**config.mk**
```make
export PLATFORM = sky130hd
export DESIGN_NAME = pwm_oc_channel_flat
export DESIGN_NICKNAME = d
export VERILOG_FILES = /design/src/rtl/pwm_oc_channel_if.sv /design/src/rtl/pwm_oc_channel.sv /design/src/flat_wrapper.sv
export SDC_FILE = /design/constraint.sdc
export NUM_CORES = 1
export LEC_CHECK = 0
export CORE_AREA = 2 2 77 57
export CTS_BUF_LIST = sky130_fd_sc_hd__clkbuf_4
export DETAILED_ROUTE_END_ITERATION = 16
export DIE_AREA = 0 0 79 59
export PLACE_DENSITY_LB_ADDON = 0.1
export RECOVER_POWER = 100
export SETUP_SLACK_MARGIN = 0.3
export SLEW_MARGIN = 25
export SYNTH_ARGS = -nofsm -noshare
export SYNTH_HDL_FRONTEND = slang
export SYNTH_SLANG_ARGS = --single-unit
```
**constraint.sdc**
```tcl
create_clock -name clk_psc_i -period 9.9 [get_ports clk_psc_i]
set_input_delay 2.97 -clock clk_psc_i [delete_from_list [all_inputs] [get_ports clk_psc_i]]
set_output_delay 2.97 -clock clk_psc_i [all_outputs]
set_load 0.01 [all_outputs]
```
**src/rtl/pwm_oc_channel_if.sv**
```systemverilog
// +--------------------------------------------------------------------------+
// | pwm_oc_channel_if : counter, configuration and output bundle for one     |
// | output-compare channel.                  Rev 1.0 - initial release       |
// +--------------------------------------------------------------------------+
`default_nettype none

interface pwm_oc_channel_if #(
  parameter int CNT_WIDTH = 16
);
  logic                 cnt_en_i;
  logic [CNT_WIDTH-1:0] cnt_i;
  logic                 overflow_i;
  logic [CNT_WIDTH-1:0] ccr_preload_i;
  logic                 preload_en_i;
  logic [2:0]           oc_mode_i;
  logic                 polarity_i;
  logic                 ch_en_i;
  logic                 idle_level_i;
  logic                 flag_clr_i;
  logic                 pwm_o;
  logic                 match_pulse_o;
  logic                 match_flag_o;
  logic [CNT_WIDTH-1:0] ccr_shadow_o;

  modport master (
    output cnt_en_i, cnt_i, overflow_i, ccr_preload_i, preload_en_i,
           oc_mode_i, polarity_i, ch_en_i, idle_level_i, flag_clr_i,
    input  pwm_o, match_pulse_o, match_flag_o, ccr_shadow_o
  );

  modport slave (
    input  cnt_en_i, cnt_i, overflow_i, ccr_preload_i, preload_en_i,
           oc_mode_i, polarity_i, ch_en_i, idle_level_i, flag_clr_i,
    output pwm_o, match_pulse_o, match_flag_o, ccr_shadow_o
  );
endinterface

`default_nettype wire

```
**src/rtl/pwm_oc_channel.sv**
```systemverilog
// +--------------------------------------------------------------------------+
// | pwm_oc_channel : output-compare channel with shadowed CCR, 8 OC modes,   |
// | polarity and idle level.                 Rev 1.0 - initial release       |
// +--------------------------------------------------------------------------+
`default_nettype none

module pwm_oc_channel #(
  parameter int CNT_WIDTH = 16
) (
  input  wire logic        clk_psc_i,
  input  wire logic        rst_n_i,
  pwm_oc_channel_if.slave  oc_if
);

  localparam logic [2:0] MODE_FROZEN  = 3'b000;
  localparam logic [2:0] MODE_SET     = 3'b001;
  localparam logic [2:0] MODE_CLEAR   = 3'b010;
  localparam logic [2:0] MODE_TOGGLE  = 3'b011;
  localparam logic [2:0] MODE_FORCE_0 = 3'b100;
  localparam logic [2:0] MODE_FORCE_1 = 3'b101;
  localparam logic [2:0] MODE_PWM1    = 3'b110;
  localparam logic [2:0] MODE_PWM2    = 3'b111;

  logic [CNT_WIDTH-1:0] ccr_shadow_q, ccr_shadow_d;
  logic [CNT_WIDTH-1:0] cnt_q, cnt_d;
  logic                 oc_ref_q, oc_ref_d;
  logic                 pwm_q, pwm_d;
  logic                 match_pulse_q, match_pulse_d;
  logic                 match_flag_q, match_flag_d;
  logic                 match_evt;
  logic                 cnt_below_ccr;

  always_comb begin
    // cnt_q parks at all-ones while stopped so the first count after enable is always new
    match_evt     = oc_if.cnt_en_i && (oc_if.cnt_i == ccr_shadow_q) &&
                    ((oc_if.cnt_i != cnt_q) || oc_if.overflow_i);
    cnt_below_ccr = (oc_if.cnt_i < ccr_shadow_q);

    ccr_shadow_d = ccr_shadow_q;
    if (!oc_if.preload_en_i || oc_if.overflow_i || !oc_if.cnt_en_i) begin
      ccr_shadow_d = oc_if.ccr_preload_i;
    end

    cnt_d = oc_if.cnt_en_i ? oc_if.cnt_i : {CNT_WIDTH{1'b1}};

    oc_ref_d = oc_ref_q;
    case (oc_if.oc_mode_i)
      MODE_FROZEN:  oc_ref_d = oc_ref_q;
      MODE_SET:     if (match_evt) oc_ref_d = 1'b1;
      MODE_CLEAR:   if (match_evt) oc_ref_d = 1'b0;
      MODE_TOGGLE:  if (match_evt) oc_ref_d = ~oc_ref_q;
      MODE_FORCE_0: oc_ref_d = 1'b0;
      MODE_FORCE_1: oc_ref_d = 1'b1;
      MODE_PWM1:    oc_ref_d = oc_if.cnt_en_i &&  cnt_below_ccr;
      MODE_PWM2:    oc_ref_d = oc_if.cnt_en_i && !cnt_below_ccr;
      default:      oc_ref_d = oc_ref_q;
    endcase

    pwm_d         = oc_if.ch_en_i ? (oc_ref_d ^ oc_if.polarity_i) : oc_if.idle_level_i;
    match_pulse_d = match_evt;
    // a new event wins over a coincident clear
    match_flag_d  = match_evt ? 1'b1 : (oc_if.flag_clr_i ? 1'b0 : match_flag_q);
  end

  always_ff @(posedge clk_psc_i) begin
    if (!rst_n_i) begin
      ccr_shadow_q  <= '0;
      cnt_q         <= {CNT_WIDTH{1'b1}};
      oc_ref_q      <= 1'b0;
      pwm_q         <= 1'b0;
      match_pulse_q <= 1'b0;
      match_flag_q  <= 1'b0;
    end else begin
      ccr_shadow_q  <= ccr_shadow_d;
      cnt_q         <= cnt_d;
      oc_ref_q      <= oc_ref_d;
      pwm_q         <= pwm_d;
      match_pulse_q <= match_pulse_d;
      match_flag_q  <= match_flag_d;
    end
  end

  assign oc_if.pwm_o         = pwm_q;
  assign oc_if.match_pulse_o = match_pulse_q;
  assign oc_if.match_flag_o  = match_flag_q;
  assign oc_if.ccr_shadow_o  = ccr_shadow_q;

endmodule

`default_nettype wire

```
**src/flat_wrapper.sv**
```systemverilog
// flat-port wrapper written by rule: the top's interface ports become plain ports
module pwm_oc_channel_flat 
#(
  parameter int CNT_WIDTH = 16
)
  (clk_psc_i, rst_n_i, oc_if_cnt_en_i, oc_if_cnt_i, oc_if_overflow_i, oc_if_ccr_preload_i, oc_if_preload_en_i, oc_if_oc_mode_i, oc_if_polarity_i, oc_if_ch_en_i, oc_if_idle_level_i, oc_if_flag_clr_i, oc_if_pwm_o, oc_if_match_pulse_o, oc_if_match_flag_o, oc_if_ccr_shadow_o);
  pwm_oc_channel_if #(.CNT_WIDTH(CNT_WIDTH)) oc_if_i ();
  input  wire logic clk_psc_i;
  input  wire logic rst_n_i;
  input wire logic [$bits(oc_if_i.cnt_en_i)-1:0] oc_if_cnt_en_i;
  input wire logic [$bits(oc_if_i.cnt_i)-1:0] oc_if_cnt_i;
  input wire logic [$bits(oc_if_i.overflow_i)-1:0] oc_if_overflow_i;
  input wire logic [$bits(oc_if_i.ccr_preload_i)-1:0] oc_if_ccr_preload_i;
  input wire logic [$bits(oc_if_i.preload_en_i)-1:0] oc_if_preload_en_i;
  input wire logic [$bits(oc_if_i.oc_mode_i)-1:0] oc_if_oc_mode_i;
  input wire logic [$bits(oc_if_i.polarity_i)-1:0] oc_if_polarity_i;
  input wire logic [$bits(oc_if_i.ch_en_i)-1:0] oc_if_ch_en_i;
  input wire logic [$bits(oc_if_i.idle_level_i)-1:0] oc_if_idle_level_i;
  input wire logic [$bits(oc_if_i.flag_clr_i)-1:0] oc_if_flag_clr_i;
  output wire logic [$bits(oc_if_i.pwm_o)-1:0] oc_if_pwm_o;
  output wire logic [$bits(oc_if_i.match_pulse_o)-1:0] oc_if_match_pulse_o;
  output wire logic [$bits(oc_if_i.match_flag_o)-1:0] oc_if_match_flag_o;
  output wire logic [$bits(oc_if_i.ccr_shadow_o)-1:0] oc_if_ccr_shadow_o;
  assign oc_if_i.cnt_en_i = oc_if_cnt_en_i;
  assign oc_if_i.cnt_i = oc_if_cnt_i;
  assign oc_if_i.overflow_i = oc_if_overflow_i;
  assign oc_if_i.ccr_preload_i = oc_if_ccr_preload_i;
  assign oc_if_i.preload_en_i = oc_if_preload_en_i;
  assign oc_if_i.oc_mode_i = oc_if_oc_mode_i;
  assign oc_if_i.polarity_i = oc_if_polarity_i;
  assign oc_if_i.ch_en_i = oc_if_ch_en_i;
  assign oc_if_i.idle_level_i = oc_if_idle_level_i;
  assign oc_if_i.flag_clr_i = oc_if_flag_clr_i;
  assign oc_if_pwm_o = oc_if_i.pwm_o;
  assign oc_if_match_pulse_o = oc_if_i.match_pulse_o;
  assign oc_if_match_flag_o = oc_if_i.match_flag_o;
  assign oc_if_ccr_shadow_o = oc_if_i.ccr_shadow_o;
  pwm_oc_channel #(.CNT_WIDTH(CNT_WIDTH)) u_core (.clk_psc_i(clk_psc_i), .rst_n_i(rst_n_i), .oc_if(oc_if_i));
endmodule
```
==> results.json, run 1 <==
{
  "number_of_nets_in_the_finished_design": 344,
  "ys_seq_area_share_pct": 37.6,
  "post_cts_hold_fix_bufs": 0,
  "synthDominantAreaCellType": "sky130_fd_sc_hd__dfxtp_1",
  "global_route.overflow_total": 0,
  "power.static_leakage_nw": 1.10,
  "clk-insertion-delay-late_ps": 340,
  "vias_per_cell": 4.93,
  "cp.arrival_ps": 6550,
  "cts-buffers-inserted": 5,
  "criticalPathCategory": "primary input to flop",
  "hold_viol_final": 0,
  "cpMaxStageDelayCell": "sky130_fd_sc_hd__dlygate4sd3_1",
  "final.setup_skew_ps": 14.5,
  "worst_hold_path_type": "flop to flop",
  "numClockSinks": 36,
  "crit_required_ps": 10180,
  "dieArea_um2": 4660,
  "grt.busiest_layer": "met2",
  "n_fill_cell": 354,
  "first_global_vias": 1624,
  "layout_area_overhead_pct": 37.3,
  "capturing_element_type_of_the_critical_path": "flop",
  "diodes": 0,
  "global_route_wire_length_before_repair_mm": 7.35,
  "peakVddDrop_mv": 0.0723,
  "number_of_gates_given_a_new_drive_strength_after_cts": 0,
  "core_region_area_um2": 3850,
  "grt_util_met3_pct": 4.42,
  "synth_seq_cells": 36,
  "router_iterations_before_antenna_repair": 4,
  "finalWorstSetupSlack_ps": 3640,
  "routed_antenna_nets": 0,
  "p_per_area_nw_per_um2": 117,
  "synth_cell_types": 37,
  "most-common-layout-cells": "sky130_fd_sc_hd__clkdlybuf4s50_1, sky130_fd_sc_hd__nand2_1, sky130_fd_sc_hd__dfxtp_1",
  "grt.met1_usage_pct": 30.2,
  "cts_buffer_depth": 2,
  "post-cts-setup-buffers": 0,
  "number_of_instances_in_the_synthesized_netlist": 219,
  "io-pin-count": 63,
  "drive_above_1_share_pct": 9.89,
  "post-route-period-util_pct": 63.3,
  "netlist_area_um2": 1910,
  "yosys-top-cells-area": "sky130_fd_sc_hd__dfxtp_1, sky130_fd_sc_hd__ha_1, sky130_fd_sc_hd__nand2_1",
  "antenna_found_initial": 0,
  "avgSynthCellArea_um2": 8.74,
  "drc_errors": 0,
  "routed_wl_mm": 4.55,
  "outcome": "complete, no violations",
  "cp_cell_sequence": "dlygate4sd3_1 -> ha_1 -> nand4_2 -> nor4_1 -> nand4_1 -> a21oi_1 -> inv_1 -> ha_1 -> nor3b_1 -> o21ai_0 -> a41oi_1 -> a21oi_1 -> or4b_4 -> o211ai_2",
  "synthesis.yosys.warnings": 0,
  "die_h_um": 59,
  "layout.cells.most_common": "sky130_fd_sc_hd__clkdlybuf4s50_1",
  "gp_congestion": 0.866,
  "cts-htree-levels": 2,
  "dieWidth_um": 79,
  "path_max_fanout": 3,
  "std_cell_rows": 19,
  "finalSetupViolations": 0,
  "grt_usage_pct": 20.9,
  "grt_start_max_net_pins": 25,
  "critical_path.startpoint_type": "primary input",
  "floorplan.initialDensity_pct": 49.7,
  "timing_max_transition_violations_final": 0,
  "synth_largest_type_area_fraction_pct": 37.6,
  "initialDrtViolationCount": 45,
  "max_cap_viol_count": 0,
  "worst-slew-pin-transition_ps": 710,
  "via_count": 1650,
  "grt.met2_usage_pct": 31.5,
  "place_hpwl_mm": 3.66,
  "setup_total_negative_slack_ps": 0,
  "cts_tree": "yes",
  "rsz0062_at_grt": "false",
  "wl_per_cell_um": 13.6,
  "syn_nets": 281,
  "critPathMaxStageDelay_ps": 580,
  "total_power_uw": 307,
  "fin_crit_ps": 6260,
  "clk_root_buf": "sky130_fd_sc_hd__clkbuf_4",
  "dpl_worst_slack_ps": 3630,
  "fmax_mhz": 160,
  "clk_pin_slew_ps": 110,
  "port_buffers": 62,
  "max-slew-margin-rel_pct": 52.5
}
==> state kept, by name, summed over array words and instances (netlist names) <==
name and cells:
u_core.cnt_q 16, u_core.oc_if.ccr_shadow_o 16, u_core.oc_if.match_flag_o 1, u_core.oc_if.match_pulse_o 1, u_core.oc_if.pwm_o 1, u_core.oc_ref_q 1
==> synth_stat cells <==
master,n
sky130_fd_sc_hd__nand2_1,39
sky130_fd_sc_hd__dfxtp_1,36
sky130_fd_sc_hd__inv_1,20
sky130_fd_sc_hd__ha_1,18
sky130_fd_sc_hd__a21boi_0,16
sky130_fd_sc_hd__or2_2,15
sky130_fd_sc_hd__xnor2_1,15
sky130_fd_sc_hd__a21oi_1,8
sky130_fd_sc_hd__clkbuf_1,6
sky130_fd_sc_hd__nand3_1,6
sky130_fd_sc_hd__nand4_1,4
sky130_fd_sc_hd__nor2_1,3
sky130_fd_sc_hd__nor2b_1,3
sky130_fd_sc_hd__o21ai_1,3
sky130_fd_sc_hd__a21o_1,2
sky130_fd_sc_hd__and3_1,2
sky130_fd_sc_hd__nand3b_1,2
sky130_fd_sc_hd__o21ai_0,2
sky130_fd_sc_hd__a221oi_1,1
sky130_fd_sc_hd__a31oi_1,1
sky130_fd_sc_hd__a41oi_1,1
sky130_fd_sc_hd__and2_1,1
sky130_fd_sc_hd__and3b_1,1
sky130_fd_sc_hd__and4_4,1
sky130_fd_sc_hd__nand2b_2,1
sky130_fd_sc_hd__nand4_2,1
sky130_fd_sc_hd__nand4_4,1
sky130_fd_sc_hd__nor3b_1,1
sky130_fd_sc_hd__nor4_1,1
sky130_fd_sc_hd__nor4_2,1
sky130_fd_sc_hd__o211a_1,1
sky130_fd_sc_hd__o211ai_2,1
sky130_fd_sc_hd__o21a_1,1
sky130_fd_sc_hd__o22a_1,1
sky130_fd_sc_hd__or3_1,1
sky130_fd_sc_hd__or4b_4,1
sky130_fd_sc_hd__xor2_1,1
==> worst max-delay path: cells and delay by family <==
family / cells / cell delay [ps]
AO/OA/AOI/OAI: 5 / 1000
adder cells (fa/ha/maj): 2 / 550
AND/OR/NAND/NOR: 5 / 1320
buffers and inverters: 2 / 690
==> path summary, 6_finish.rpt <==
check | startpoint | to | slack [ps] | cells after the start
max | oc_if_cnt_i[14] | u_core.oc_if.pwm_o | 3640 | 14
min | u_core.oc_if.ccr_shadow_o[6] | u_core.oc_if.ccr_shadow_o[6] | 490 | 2
max reg2reg | u_core.oc_if.ccr_shadow_o[11] | u_core.oc_if.pwm_o | 6420 | 14
min reg2reg | u_core.oc_if.ccr_shadow_o[6] | u_core.oc_if.ccr_shadow_o[6] | 490 | 2
==> layer usage <==
metal	part of all wire (%)	up-vias	routed length, um
li1	-	859	-
met5	0	-	0
met2	42	52	1930
met1	53	736	2400
met4	0.59	0	27
met3	4.3	3	195
==> where the power goes <==
part           leakage, nW  switching, mW  internal [mW]
registers            0.298        0.00465          0.152
logic                0.766         0.0317         0.0400
clock network       0.0338         0.0461         0.0328
==> kinds of logic (layout without fill, tap and decap cells) <==
| logic type | Yosys count | count (layout) | synth area share [%] |
|---|---|---|---|
| fa+ha+maj | 18 | 18 | 11.8 |
| xor+xnor | 16 | 16 | 7.32 |
| buf+inv | 26 | 90 | 5.10 |
| simple gates | 85 | 85 | 24.4 |
| compound gates | 38 | 38 | 13.7 |
| flops | 36 | 36 | 37.6 |
==> per-stage QoR <==
stage          hold slack [ps]  utilization, %  instances  instance area, um^2
5_1_grt                    500            68.2        335                 2630
3_5_place_dp               481            66.9        327                 2580
6_report                   488            68.2        335                 2630
2_1_floorplan              497               -        219                 1910
3_3_place_gp               472            66.9        327                 2580
4_1_cts                    497            68.4        335                 2630
==> cell type report <==
class,count,area (um^2),area share [%]
clock buffer,7,52.6,2.00
tap,52,65.1,2.48
multi-input combinational,157,1090,41.5
sequential,36,721,27.4
clock inverter,1,3.75,0.143
timing repair buffer,62,621,23.6
inverter,20,75.1,2.86
Power figures use the tool's default switching activity.
==> run 2: changes to the inputs <==
--- a/config.mk
+++ b/config.mk
@@ -5,10 +5,10 @@
 export SDC_FILE = /design/constraint.sdc
 export NUM_CORES = 1
 export LEC_CHECK = 0
-export CORE_AREA = 2 2 77 57
+export CORE_AREA = 2 2 83 61
 export CTS_BUF_LIST = sky130_fd_sc_hd__clkbuf_4
 export DETAILED_ROUTE_END_ITERATION = 16
-export DIE_AREA = 0 0 79 59
+export DIE_AREA = 0 0 85 63
 export PLACE_DENSITY_LB_ADDON = 0.1
 export RECOVER_POWER = 100
 export SETUP_SLACK_MARGIN = 0.3
==> constraint.sdc (replaced) <==
create_clock -name clk_psc_i -period 5.2 [get_ports clk_psc_i]
set_input_delay 1.56 -clock clk_psc_i [delete_from_list [all_inputs] [get_ports clk_psc_i]]
set_output_delay 1.56 -clock clk_psc_i [all_outputs]
set_load 0.01 [all_outputs]
==> run 2 against run 1 <==
Clock skew is 6.0 ps lower. Critical path depth stayed put. Core utilization is 11 points lower. First-iteration DRC count is 38% higher.
==> results.json, run 2 (synthesis results as in run 1) <==
{
  "place_hpwl_mm": 3.70,
  "critPathLaunch": "oc_if_cnt_i[15]",
  "via_count": 1656,
  "path_max_fanout": 3,
  "dpl_cell_area_um2": 2580,
  "finalWorstSetupSlack_ps": 533,
  "drive_above_1_share_pct": 9.54,
  "final_cell_area_um2": 2630,
  "outcome": "complete, no violations",
  "critPathMaxStageDelay_ps": 500,
  "port_buffers": 62,
  "router_iterations_before_antenna_repair": 4,
  "crit_required_ps": 5470,
  "fmax_mhz": 214,
  "max-slew-margin-rel_pct": 50.5,
  "n_fill_cell": 439,
  "routed_antenna_nets": 0,
  "grt_start_max_net_pins": 25,
  "number_of_nets_in_the_finished_design": 344,
  "setup_total_negative_slack_ps": 0,
  "wl_per_cell_um": 13.8,
  "cp.arrival_ps": 4930,
  "post-cts-setup-buffers": 0,
  "finalSetupViolations": 0,
  "clk-insertion-delay-late_ps": 340,
  "hold_viol_final": 0,
  "path_buf_inv": 2,
  "std_cell_rows": 21,
  "timing_max_transition_violations_final": 0,
  "hp-start": "u_core.oc_if.ccr_shadow_o[10]",
  "max_cap_viol_count": 0,
  "numClockSinks": 36,
  "peakVddDrop_mv": 0.110,
  "routed_wl_mm": 4.68,
  "antenna_found_initial": 0,
  "diodes": 0,
  "most-common-layout-cells": "sky130_fd_sc_hd__clkdlybuf4s50_1, sky130_fd_sc_hd__nand2_1, sky130_fd_sc_hd__dfxtp_1",
  "cp_cell_sequence": "clkdlybuf4s50_1 -> ha_1 -> nand4_2 -> nor4_1 -> nand4_1 -> a21oi_1 -> inv_1 -> ha_1 -> nor2b_1 -> o21ai_1 -> a41oi_1 -> a21oi_1 -> or4b_1 -> o211ai_2",
  "worst_r2r_startpoint": "u_core.oc_if.ccr_shadow_o[15]",
  "core_region_area_um2": 4600,
  "floorplan.initialDensity_pct": 41.6,
  "p_per_area_nw_per_um2": 223,
  "initialDrtViolationCount": 62,
  "first_global_vias": 1638,
  "number_of_gates_given_a_new_drive_strength_after_cts": 0,
  "rsz0062_at_grt": "false",
  "worst_hold_path_type": "flop to flop",
  "layout_area_overhead_pct": 37.4,
  "criticalPathCategory": "primary input to flop",
  "layout.cells.most_common": "sky130_fd_sc_hd__clkdlybuf4s50_1",
  "drc_errors": 0,
  "regArea_um2": 721,
  "dieArea_um2": 5360,
  "cpMaxStageDelayCell": "sky130_fd_sc_hd__clkdlybuf4s50_1",
  "cts_tree": "yes",
  "post-route-period-util_pct": 89.7,
  "total_power_uw": 586,
  "die_h_um": 63,
  "clk_root_buf": "sky130_fd_sc_hd__clkbuf_4",
  "power.static_leakage_nw": 1.10,
  "final.setup_skew_ps": 8.47,
  "cts-htree-levels": 2,
  "fin_crit_ps": 4670,
  "global_route.overflow_total": 0,
  "post_cts_hold_fix_bufs": 0,
  "gp_congestion": 0.870,
  "grt_usage_pct": 18.2,
  "critical_path.startpoint_type": "primary input",
  "dpl_worst_slack_ps": 282,
  "crit_family": "simple AND/OR/NAND/NOR gates",
  "dieWidth_um": 85,
  "vias_per_cell": 4.87,
  "final_util_pct": 57.2,
  "clk_pin_slew_ps": 100,
  "capturing_element_type_of_the_critical_path": "flop",
  "worst-slew-pin-transition_ps": 739,
  "global_route_wire_length_before_repair_mm": 7.65,
  "cts_buffer_depth": 2,
  "cts-buffers-inserted": 5,
  "io-pin-count": 63,
  "multi_input_comb_area_um2": 1090
}
run 2: cell count changes in the layout (fill, tap and decap cells not counted), sizes merged:
cell | previous run | this run
clkdlybuf4s50 | 40 | 41
dlygate4sd3 | 22 | 21
run 2: final cells by class:
class                   count  share of cell area (%)
clock buffers               7                    2.00
multi-input cells         157                    41.3
well taps                  57                    2.71
repair buffers             62                    23.6
inverters                  20                    2.85
clock inverters             1                   0.143
flip-flops and latches     36                    27.4
run 2: per-layer routing:
metal	vias to the layer above	track usage [%]	wire, um
li1	857	-	-
met2	46	26.2	1940
met1	746	26.3	2400
met5	-	0	0
met4	0	5.56	55
met3	7	5.15	285
run 2: tightest hold or removal path: stages (launching register included):
cell and delay, ps:
sky130_fd_sc_hd__dfxtp_1 330, sky130_fd_sc_hd__nand2_1 50, sky130_fd_sc_hd__a21boi_0 60
run 2: worst paths after layout:
path / slack [ps] / endpoint / depth (start not counted)
hold reg to reg: 490 / u_core.oc_if.ccr_shadow_o[10] / 2
hold / removal: 490 / u_core.oc_if.ccr_shadow_o[10] / 2
setup reg to reg: 1860 / u_core.oc_if.pwm_o / 14
setup / recovery: 530 / u_core.oc_if.pwm_o / 14
run 2: power breakdown:
part / leakage (nW) / internal, mW / switching [mW]
Combinational: 0.765 / 0.0759 / 0.0612
Clock: 0.0338 / 0.0624 / 0.0876
Sequential: 0.298 / 0.290 / 0.00865
Total: 1.10 / 0.428 / 0.157
run 2: metrics by stage:
step | hold WS (ps) | instances
2_1_floorplan | 497 | 219
3_3_place_gp | 471 | 332
3_5_place_dp | 483 | 332
4_1_cts | 498 | 340
5_1_grt | 508 | 340
6_report | 486 | 340
==> run 3: changes to the inputs <==
--- a/config.mk
+++ b/config.mk
@@ -5,10 +5,12 @@
 export SDC_FILE = /design/constraint.sdc
 export NUM_CORES = 1
 export LEC_CHECK = 0
-export CORE_AREA = 2 2 83 61
+export CELL_PAD_IN_SITES_DETAIL_PLACEMENT = 1
+export CELL_PAD_IN_SITES_GLOBAL_PLACEMENT = 1
+export CORE_AREA = 2 2 97 71
 export CTS_BUF_LIST = sky130_fd_sc_hd__clkbuf_4
 export DETAILED_ROUTE_END_ITERATION = 16
-export DIE_AREA = 0 0 85 63
+export DIE_AREA = 0 0 99 73
 export PLACE_DENSITY_LB_ADDON = 0.1
 export RECOVER_POWER = 100
 export SETUP_SLACK_MARGIN = 0.3
==> run 3 against run 2 <==
Clock power is essentially flat. Global-route usage shrank 2.6 points. Die area grew 35%. Clock-buffer cell count fell by 2. Sequential share of layout area decreased by 0.23 points. Combinational power about the same. Non-clock buffer count unchanged. Setup slack gained 75 ps. First-iteration DRC count decreased by 3.2%. Register-to-register slack better by 20 ps. Maximum frequency rose by 1.6%.
==> results.json, run 3 (synthesis results as in run 1) <==
{
  "p_per_area_nw_per_um2": 221,
  "fin_crit_ps": 4590,
  "post-route-period-util_pct": 88.3,
  "worst_hold_path_type": "flop to flop",
  "crit_required_ps": 5480,
  "numClockSinks": 36,
  "std_cell_rows": 25,
  "crit_path_end": "u_core.oc_if.pwm_o",
  "router_iterations_before_antenna_repair": 4,
  "wl_per_cell_um": 14.5,
  "setup_total_negative_slack_ps": 0,
  "power.static_leakage_nw": 1.09,
  "port_buffers": 62,
  "dieArea_um2": 7230,
  "die_h_um": 73,
  "rsz0062_at_grt": "false",
  "place_hpwl_mm": 4.23,
  "grt_usage_pct": 15.7,
  "post_cts_hold_fix_bufs": 0,
  "floorplan.initialDensity_pct": 29.9,
  "depth_of_the_worst_register_to_register_path": 14,
  "timing_max_transition_violations_final": 0,
  "diodes": 0,
  "cts-buffers-inserted": 5,
  "drc_errors": 0,
  "peakVddDrop_mv": 0.0735,
  "cp.arrival_ps": 4870,
  "number_of_gates_given_a_new_drive_strength_after_cts": 0,
  "hold_viol_final": 0,
  "final.setup_skew_ps": 14.8,
  "n_fill_cell": 761,
  "routed_wl_mm": 5.29,
  "grt_start_max_net_pins": 25,
  "via_count": 1647,
  "outcome": "complete, no violations",
  "worst-slew-pin-transition_ps": 821,
  "cts_buffer_depth": 2,
  "fmax_mhz": 218,
  "vias_per_cell": 4.52,
  "antenna_found_initial": 0,
  "post-cts-setup-buffers": 0,
  "dieWidth_um": 99,
  "path_max_fanout": 3,
  "finalSetupViolations": 0,
  "cts-htree-levels": 2,
  "layout.cells.most_common": "sky130_fd_sc_hd__clkdlybuf4s50_1",
  "global_route_wire_length_before_repair_mm": 8.54,
  "first_global_vias": 1667,
  "dpl_cell_area_um2": 2610,
  "initialDrtViolationCount": 60,
  "hold-worst-slack_ps": 491,
  "number_of_nets_in_the_finished_design": 344,
  "critPathLaunch": "oc_if_cnt_i[14]",
  "regToRegEndpoint": "u_core.oc_if.pwm_o",
  "routed_antenna_nets": 0,
  "most-common-layout-cells": "sky130_fd_sc_hd__clkdlybuf4s50_1, sky130_fd_sc_hd__nand2_1, sky130_fd_sc_hd__dfxtp_1",
  "cts_tree": "yes",
  "layout_area_overhead_pct": 38.6,
  "core_region_area_um2": 6410,
  "clk_pin_slew_ps": 120,
  "capturing_element_type_of_the_critical_path": "flop",
  "drive_above_1_share_pct": 9.54,
  "max-slew-margin-rel_pct": 45.1,
  "max_cap_viol_count": 0,
  "r2r_setup_slack_ps": 1880,
  "final_cell_area_um2": 2650,
  "clk_root_buf": "sky130_fd_sc_hd__clkbuf_4",
  "io-pin-count": 63,
  "dpl_worst_slack_ps": 313,
  "gp_congestion": 0.775,
  "criticalPathCategory": "primary input to flop",
  "global_route.overflow_total": 0,
  "worst_r2r_startpoint": "u_core.oc_if.ccr_shadow_o[15]",
  "critical_path.startpoint_type": "primary input",
  "clk-insertion-delay-late_ps": 360,
  "finalWorstSetupSlack_ps": 608
}
run 3: cell types whose count changed in the layout (fill, tap and decap cells not counted), sizes merged:
cell,previous run,this run
clkinv,1,3
clkbuf,7,5
run 3: worst min-delay path by stage:
| stage | depth (start not counted) | to | slack, ps | startpoint |
|---|---|---|---|---|
| after floorplan | 2 | u_core.oc_if.ccr_shadow_o[10] | 500 | u_core.oc_if.ccr_shadow_o[10] |
| after global placement | 2 | u_core.oc_if.ccr_shadow_o[12] | 480 | u_core.oc_if.ccr_shadow_o[12] |
| after detailed placement | 2 | u_core.oc_if.ccr_shadow_o[14] | 490 | u_core.oc_if.ccr_shadow_o[14] |
| after CTS | 2 | u_core.oc_if.ccr_shadow_o[14] | 510 | u_core.oc_if.ccr_shadow_o[14] |
| after global routing | 2 | u_core.oc_if.ccr_shadow_o[1] | 530 | u_core.oc_if.ccr_shadow_o[1] |
| final | 2 | u_core.oc_if.ccr_shadow_o[14] | 490 | u_core.oc_if.ccr_shadow_o[14] |
run 3: area by class of cell:
cell class / count / area (um^2) / area share [%]
clock buffer: 5 / 37.5 / 1.42
clock inverter: 3 / 13.8 / 0.519
inverter: 20 / 75.1 / 2.83
multi-input combinational: 157 / 1080 / 40.8
sequential: 36 / 721 / 27.2
tap: 81 / 101 / 3.82
timing repair buffer: 62 / 621 / 23.4
run 3: routing by layer:
metal,share of wire [%],global-route usage (%)
met3,5.0,3.74
met1,55,23.4
met5,0,0
met4,1.5,5.48
met2,38,21.8
run 3: where the power goes:
| group | switching, mW | internal, mW |
|---|---|---|
| sequential | 0.00918 | 0.290 |
| combinational | 0.0618 | 0.0760 |
| clock | 0.0987 | 0.0496 |
run 3: per-stage QoR:
step                power (mW)  cells  utilization (%)
finish                   0.585    364             41.4
global route             0.624    364             41.4
CTS                      0.601    364             41.6
detailed placement       0.450    356             40.8
global placement         0.449    356             40.8
floorplan                0.374    219                -
run 3: worst max-delay path, stage by stage:
cell	delay, ps
sky130_fd_sc_hd__clkdlybuf4s50_1	470
sky130_fd_sc_hd__ha_1	350
sky130_fd_sc_hd__nand4_1	150
sky130_fd_sc_hd__nor4_1	410
sky130_fd_sc_hd__nand4_1	130
sky130_fd_sc_hd__a21oi_1	240
sky130_fd_sc_hd__inv_1	100
sky130_fd_sc_hd__ha_1	200
sky130_fd_sc_hd__nor3b_1	130
sky130_fd_sc_hd__o21ai_1	220
sky130_fd_sc_hd__a41oi_1	160
sky130_fd_sc_hd__a21oi_1	200
sky130_fd_sc_hd__or4b_4	480
sky130_fd_sc_hd__o211ai_2	70
